File: src/rtl/tlu_trigger_seq_checker_fwft_out_reg.sv
// Single-entry first-word-fall-through output register: holds one word and
// accepts a new one whenever it is empty or being popped in the same cycle.
module fwft_out_reg #(
  parameter int WIDTH = 32
) (
  input  logic             clk_i,
  input  logic             rst_i,
  input  logic             load_req_i,
  input  logic [WIDTH-1:0] load_data_i,
  input  logic             out_read_i,
  output logic             load_en_o,
  output logic             out_valid_o,
  output logic [WIDTH-1:0] out_data_o
);

  logic             valid_q;
  logic [WIDTH-1:0] data_q;

  // A pop while empty is harmless: load_en is already high from !valid_q.
  assign load_en_o   = !valid_q | out_read_i;
  assign out_valid_o = valid_q;
  assign out_data_o  = data_q;

  // NOTE: clocked state uses non-blocking assignments so every flop samples pre-edge values.
  always_ff @(posedge clk_i or posedge rst_i) begin
    if (rst_i) begin
      valid_q <= 1'b0;
      data_q  <= '0;
    end else if (load_en_o) begin
      valid_q <= load_req_i;
      if (load_req_i) begin
        data_q <= load_data_i;
      end
    end
  end

endmodule

File: config.mk
export PLATFORM = sky130hd
export DESIGN_NAME = fwft_out_reg
export DESIGN_NICKNAME = d
export VERILOG_FILES = /design/src/rtl/tlu_trigger_seq_checker_fwft_out_reg.sv
export SDC_FILE = /design/constraint.sdc
export NUM_CORES = 1
export LEC_CHECK = 0
export ABC_AREA = 1
export CAP_MARGIN = 20
export CORE_ASPECT_RATIO = 1.2
export CORE_MARGIN = 5
export CORE_UTILIZATION = 24
export CTS_CLUSTER_SIZE = 30
export DETAILED_ROUTE_END_ITERATION = 8
export GPL_TIMING_DRIVEN = 0
export HOLD_SLACK_MARGIN = 0.06
export PLACE_DENSITY_LB_ADDON = 0.05
export SLEW_MARGIN = 20
export SYNTH_ARGS = -nofsm -noshare
export SYNTH_HDL_FRONTEND = slang
export SYNTH_SLANG_ARGS = --single-unit
export TNS_END_PERCENT = 10
File: constraint.sdc
create_clock -name clk_i -period 1.6 [get_ports clk_i]
set_input_delay 0.24 -clock clk_i [delete_from_list [all_inputs] [get_ports clk_i]]
set_output_delay 0.24 -clock clk_i [all_outputs]
set_load 0.005 [all_outputs]
==> results.py, run 1 <==
metrics = {
    "run_status": {
        "status": "completed",
    },
    "worst_setup_path": {
        "cpPeakStageDelay_ns": 0.53,
        "path_buf_inv": 1,
        "critPathMaxFanout": 2,
        "worstPathArrival_ns": 1.19,
        "start_kind": "register",
        "crit_path_cell_trace": "clkdlybuf4s50_1",
        "worst-setup-path-type": "register to output port",
        "cp-end-kind": "output port",
        "cp_top_family": "buffers and inverters",
        "required_ns": 1.36,
        "crit_slowest_cell": "clkdlybuf4s50_1",
    },
    "hold_path": {
        "hp-class": "input pin to register",
    },
    "detailed_routing": {
        "viasPerCell": 4.348,
        "avgRoutedWirePerCell_um": 13.80,
        "vias": 1226,
        "drtIter0Drc": 40,
        "finalWirelength_mm": 3.891,
        "drc_errors": 0,
        "postRouteAntennaNets": 0,
        "firstDrtPassIters": 3,
    },
    "finish": {
        "multi_input_area_um2": 426.7,
        "antenna-diode-count": 0,
        "syn_to_final_growth_pct": 64.27,
        "fill_cells": 539,
        "nets": 255,
        "fin_cells": 282,
        "drive_above_1_share_pct": 9.545,
        "seq_area_um2": 825.8,
        "finalInstanceArea_mm2": 0.002203,
    },
    "sta": {
        "fin_skew_ns": 0.003116,
        "max_freq_mhz": 699.7,
        "fin_crit_sh_pct": 89.33,
        "setup_violations": 0,
        "hold_viol_final": 0,
        "tightest_slew_ns": 0.7012,
        "grt_setup_unrepaired": "false",
        "max_slew_margin_pct": 53.18,
        "drv_slew": 0,
        "period_minus_slack_ns": 1.429,
    },
    "placed_design": {
        "place_hpwl_mm": 2.852,
        "place_inst": 274,
        "place_congestion": 0.7195,
        "place_area_mm2": 0.002100,
        "port_buffers": 68,
    },
    "cts": {
        "cts_tree": "done",
        "clkTransAtPathRegs_ns": 0.07,
        "cts_buffer_depth": 2,
        "clockRootBuffer": "clkbuf_8",
        "ctsHtreeMaxLevel": 2,
        "clock-sinks": 33,
        "clock_latency_ns": 0.28,
        "cts_made_buffers": 5,
    },
    "synthesis": {
        "synth-seq-area-share_pct": 61.57,
        "synthesis.area_mm2": 0.001341,
        "synth_adder_area_share_pct": 0,
        "yosys-top-cells-area": "dfrtp_1 (62%), nand2_1 (18%), nand3_1 (12%), buf_4 (2.8%), buf_6 (2.5%)",
        "synth_seq_cells": 33,
        "syn-num-nets": 180,
        "muxShareOfSynthArea_pct": 0,
        "synthXorXnorAreaFrac_pct": 0,
        "avgSynthCellArea_um2": 9.314,
        "synth-compound-area-share_pct": 0,
        "yosysWarnings": 0,
        "synthCells": 144,
        "synth_top_area_share_pct": 61.57,
        "ys_types": 8,
        "synth_top_family_by_area": "simple AND/OR/NAND/NOR gates",
        "synthSimpleGateAreaFrac_pct": 31.81,
        "yosysTopAreaCell": "dfrtp_1",
    },
    "run": {
        "max-cap-violations": 0,
    },
    "global_route": {
        "grt_pass1_vias": 1309,
        "antenna_found_initial": 0,
        "grt_overflow": 0,
        "grt_pass1_wl_mm": 6.417,
        "grt_max_degree": 34,
        "grt_usage_pct": 11.37,
    },
    "power": {
        "p_leak_uw": 0.001073,
        "ir_drop_mv": 0.5270,
        "p_per_area_mw_per_mm2": 1023,
    },
    "die": {
        "coreArea_mm2": 0.005370,
        "std_cell_rows": 29,
        "die_y_um": 91.90,
        "num_io_pins": 70,
        "die_width_um": 78.25,
        "fp.dieArea_mm2": 0.007190,
        "initial_core_util_pct": 24.98,
    },
}
[sequential cells by signal, indices dropped and copies added, names as in the netlist]
name	flops
out_data_o	32
out_valid_o	1
[synth_stat cells]
master	count
buf_6	3
nand3_1	32
inv_1	2
buf_2	2
dfrtp_1	33
nand2_4	2
nand2_1	65
buf_4	5
[through the flow]
stage          power [uW]  hold WS (ns)  setup WS (ns)  setup TNS, ns  utilization, %
3_3_place_gp         1582        0.4533        -0.2174         -5.894           39.10
4_1_cts              2299        0.2572        0.01015              0           40.98
2_1_floorplan        1212        0.3689         0.6408              0               -
3_5_place_dp         1594        0.4617        -0.2410        -0.2410           39.10
6_report             2253        0.2671         0.1708              0           41.03
5_1_grt              2380        0.2662         0.1486              0           41.03
[worst paths after layout]
check / from / endpoint / slack, ns / cells past startpoint
hold / removal: load_req_i / out_data_o[31] / 0.27 / 3
hold reg to reg: out_data_o[5] / out_data_o[5] / 0.47 / 2
setup reg to reg: out_valid_o / out_data_o[26] / 0.41 / 6
min in group asynchronous: rst_i / out_data_o[23] / 0.40 / 2
max in group asynchronous: rst_i / out_data_o[11] / 0.75 / 2
setup / recovery: out_valid_o / out_valid_o / 0.17 / 1
[per-layer routing]
layer	track usage [%]	part of all wire [%]
met5	0	0
met4	3.499	1.2
met3	4.216	7.1
met2	19.29	49
met1	13.33	42
[report_power, final]
group / internal (uW) / switching, uW / total, uW
registers: 948 / 63.5 / 1010
logic: 343 / 211 / 553
clock network: 389 / 299 / 688
[cell type report]
cell class | instances | area share (%)
buffer | 9 | 3.350
clock buffer | 7 | 4.373
clock inverter | 1 | 0.2271
inverter | 2 | 0.3407
multi-input combinational | 99 | 19.36
sequential | 33 | 37.48
tap | 62 | 3.521
timing repair buffer | 69 | 31.35
[what timing repair did]
item                                    4_1_cts  5_1_grt
hold buffers                                  0        0
buffers inserted                              1        0
pin swaps                                     1        0
endpoints found under the setup margin        1        1
resized for setup                             0        1
[layout by cell type, fill, tap and decap left out, drive strengths merged]
cell,Yosys,routed
buf,10,10
clkdlybuf4s50,0,67
clkinv,0,1
nand2,67,67
dfrtp,33,33
nand3,32,32
clkbuf,0,7
inv,2,2
dlymetal6s2s,0,1
[kinds of logic after synthesis]
family | Yosys count
and+or+nand+nor | 99
DFF | 33
buffers and inverters | 12
Power figures use the tool's default switching activity.
==> run 2: changes to the inputs <==
- CORE_MARGIN: 5 -> not set
- CTS_CLUSTER_SIZE: 30 -> not set
- PLACE_DENSITY_LB_ADDON: 0.05 -> 0.25
==> run 2 against run 1 <==
Compared with the run above:
- register-to-register slack hardly changed
- non-clock buffer count unchanged
- clock power fell by 0.7%
- sequential power barely moved
- highest routed layer unchanged
- wire length is 9.8% lower
- critical path type unchanged
- sequential share of layout area stayed put
- combinational power shrank 2%
==> results.py, run 2 (synthesized netlist as in run 1, its figures left out) <==
metrics = {
    "run_status": {
        "status": "completed",
    },
    "worst_setup_path": {
        "reg2reg_slack_ns": 0.41,
        "cp_top_family": "buffers and inverters",
        "worst-setup-path-type": "register to output port",
        "cpPeakStageDelay_ns": 0.52,
        "start_kind": "register",
        "crit_path_cell_trace": "clkdlybuf4s50_1",
        "reg2reg_to": "out_data_o[26]",
        "critPathMaxFanout": 2,
        "rr_worst_depth": 6,
        "r2r-start": "out_valid_o",
        "crit_slowest_cell": "clkdlybuf4s50_1",
        "required_ns": 1.36,
        "cp-end-kind": "output port",
        "worstPathArrival_ns": 1.18,
        "path_buf_inv": 1,
    },
    "global_route": {
        "antenna_found_initial": 0,
        "grt_usage_pct": 13.07,
        "grt_pass1_vias": 1188,
        "grt_max_degree": 34,
        "grt_pass1_wl_mm": 6.003,
        "grt_overflow": 0,
    },
    "detailed_routing": {
        "routed.top_layer": "met4",
        "drtIter0Drc": 48,
        "postRouteAntennaNets": 0,
        "wl_met1_mm": 1.558,
        "avgRoutedWirePerCell_um": 12.44,
        "viasPerCell": 4.319,
        "drc_errors": 0,
        "vias": 1218,
        "finalWirelength_mm": 3.509,
        "firstDrtPassIters": 4,
        "wl_met3_um": 258,
        "met2RoutedLength_mm": 1.646,
    },
    "die": {
        "fp.dieArea_mm2": 0.005893,
        "die_width_um": 70.25,
        "die_y_um": 83.90,
        "num_io_pins": 70,
        "initial_core_util_pct": 25.15,
        "std_cell_rows": 29,
        "coreArea_mm2": 0.005334,
    },
    "cts": {
        "cts_tree": "done",
        "cts_buffer_depth": 2,
        "ctsHtreeMaxLevel": 2,
        "clock-sinks": 33,
        "cts_made_buffers": 5,
        "clock_latency_ns": 0.28,
        "clockRootBuffer": "clkbuf_8",
        "clkTransAtPathRegs_ns": 0.07,
    },
    "sta": {
        "fin_ws_ns": 0.1805,
        "hold_viol_final": 0,
        "period_minus_slack_ns": 1.420,
        "max_freq_mhz": 704.5,
        "fin_crit_sh_pct": 88.72,
        "fin_skew_ns": 0.007013,
        "max_slew_margin_pct": 53.46,
        "drv_slew": 0,
        "tightest_slew_ns": 0.6971,
        "setup_violations": 0,
        "grt_setup_unrepaired": "false",
    },
    "power": {
        "net-switching-power_uw": 559.2,
        "p_per_area_mw_per_mm2": 1016,
        "p_total_uw": 2239,
        "pwr-share-comb_pct": 24.3,
        "swShare_pct": 24.98,
        "p_int_uw": 1679,
        "p_leak_uw": 0.001073,
        "ir_drop_mv": 0.4185,
        "p_clk_share_pct": 30.5,
        "seq_power_share_pct": 45.2,
    },
    "hold_path": {
        "hold_depth": 3,
        "hold_start": "load_req_i",
        "hold-path-endpoint": "out_data_o[28]",
        "hp-class": "input pin to register",
    },
    "finish": {
        "final_cell_mix": "clkdlybuf4s50_1 (67), nand2_1 (65), dfrtp_1 (33)",
        "seq_area_um2": 825.8,
        "drive_above_1_share_pct": 9.545,
        "multi_input_area_um2": 426.7,
        "layout_commonest_cell": "clkdlybuf4s50_1",
        "nets": 255,
        "largest_reg_flops": 32,
        "syn_to_final_growth_pct": 64.27,
        "fill_cells": 522,
        "antenna-diode-count": 0,
    },
    "placed_design": {
        "port_buffers": 68,
        "place_congestion": 0.7197,
        "place_hpwl_mm": 2.445,
        "dp_slack_ns": -0.2359,
    },
    "run": {
        "max-cap-violations": 0,
    },
}
[run 2: cell counts in the layout (fill, tap and decap cells not counted)]
No cell type changed its count.
[run 2: how the worst max path moves through the flow]
| stage | from | endpoint | slack, ns | depth (start not counted) |
|---|---|---|---|---|
| after floorplan | rst_i | out_data_o[0] | 0.64 | 1 |
| after global placement | out_read_i | load_en_o | -0.24 | 5 |
| after detailed placement | out_read_i | load_en_o | -0.24 | 5 |
| after CTS | out_read_i | load_en_o | 0.03 | 4 |
| after global routing | out_valid_o | out_valid_o | 0.13 | 1 |
| final | out_valid_o | out_valid_o | 0.18 | 1 |
[run 2: per-stage QoR]
step	utilization (%)	instances	TNS, ns	area (um^2)	hold WS (ns)
2_1_floorplan	-	144	0	1341	0.3689
3_3_place_gp	39.36	274	-6.797	2100	0.4528
3_5_place_dp	39.36	274	-0.2359	2100	0.4574
4_1_cts	41.26	282	0	2201	0.2533
5_1_grt	41.31	282	0	2203	0.2817
6_report	41.31	282	0	2203	0.2565
[run 2: per-layer routing]
| metal | vias to the layer above | GRT usage [%] |
|---|---|---|
| met5 | - | 0 |
| met4 | 0 | 4.364 |
| met3 | 6 | 4.710 |
| met2 | 52 | 20.43 |
| met1 | 555 | 16.59 |
| li1 | 605 | - |
[run 2: cell type report]
type | count | area share [%]
flip-flops and latches | 33 | 37.48
repair buffers | 69 | 31.35
multi-input cells | 99 | 19.36
clock buffers | 7 | 4.373
well taps | 62 | 3.521
plain buffers | 9 | 3.350
inverters | 2 | 0.3407
clock inverters | 1 | 0.2271
[run 2: power groups by stage]
stage                     Sequential [uW]  Clock, uW  Combinational, uW
after CTS                            1010        714                559
after floorplan                      1030          0                179
after detailed placement             1030          0                557
after global routing                 1030        753                601
final                                1010        683                544
after global placement               1020          0                555
[run 2: what timing repair did]
item | CTS | global route
setup endpoints to repair | 1 | 1
gates resized for setup | 0 | 1
buffers inserted | 1 | 0
hold buffers | 0 | 0
pin swaps | 1 | 0
[run 2: worst min-delay path: stages]
cell     delay [ns]
buf_4          0.13
nand3_1        0.08
nand2_1        0.06
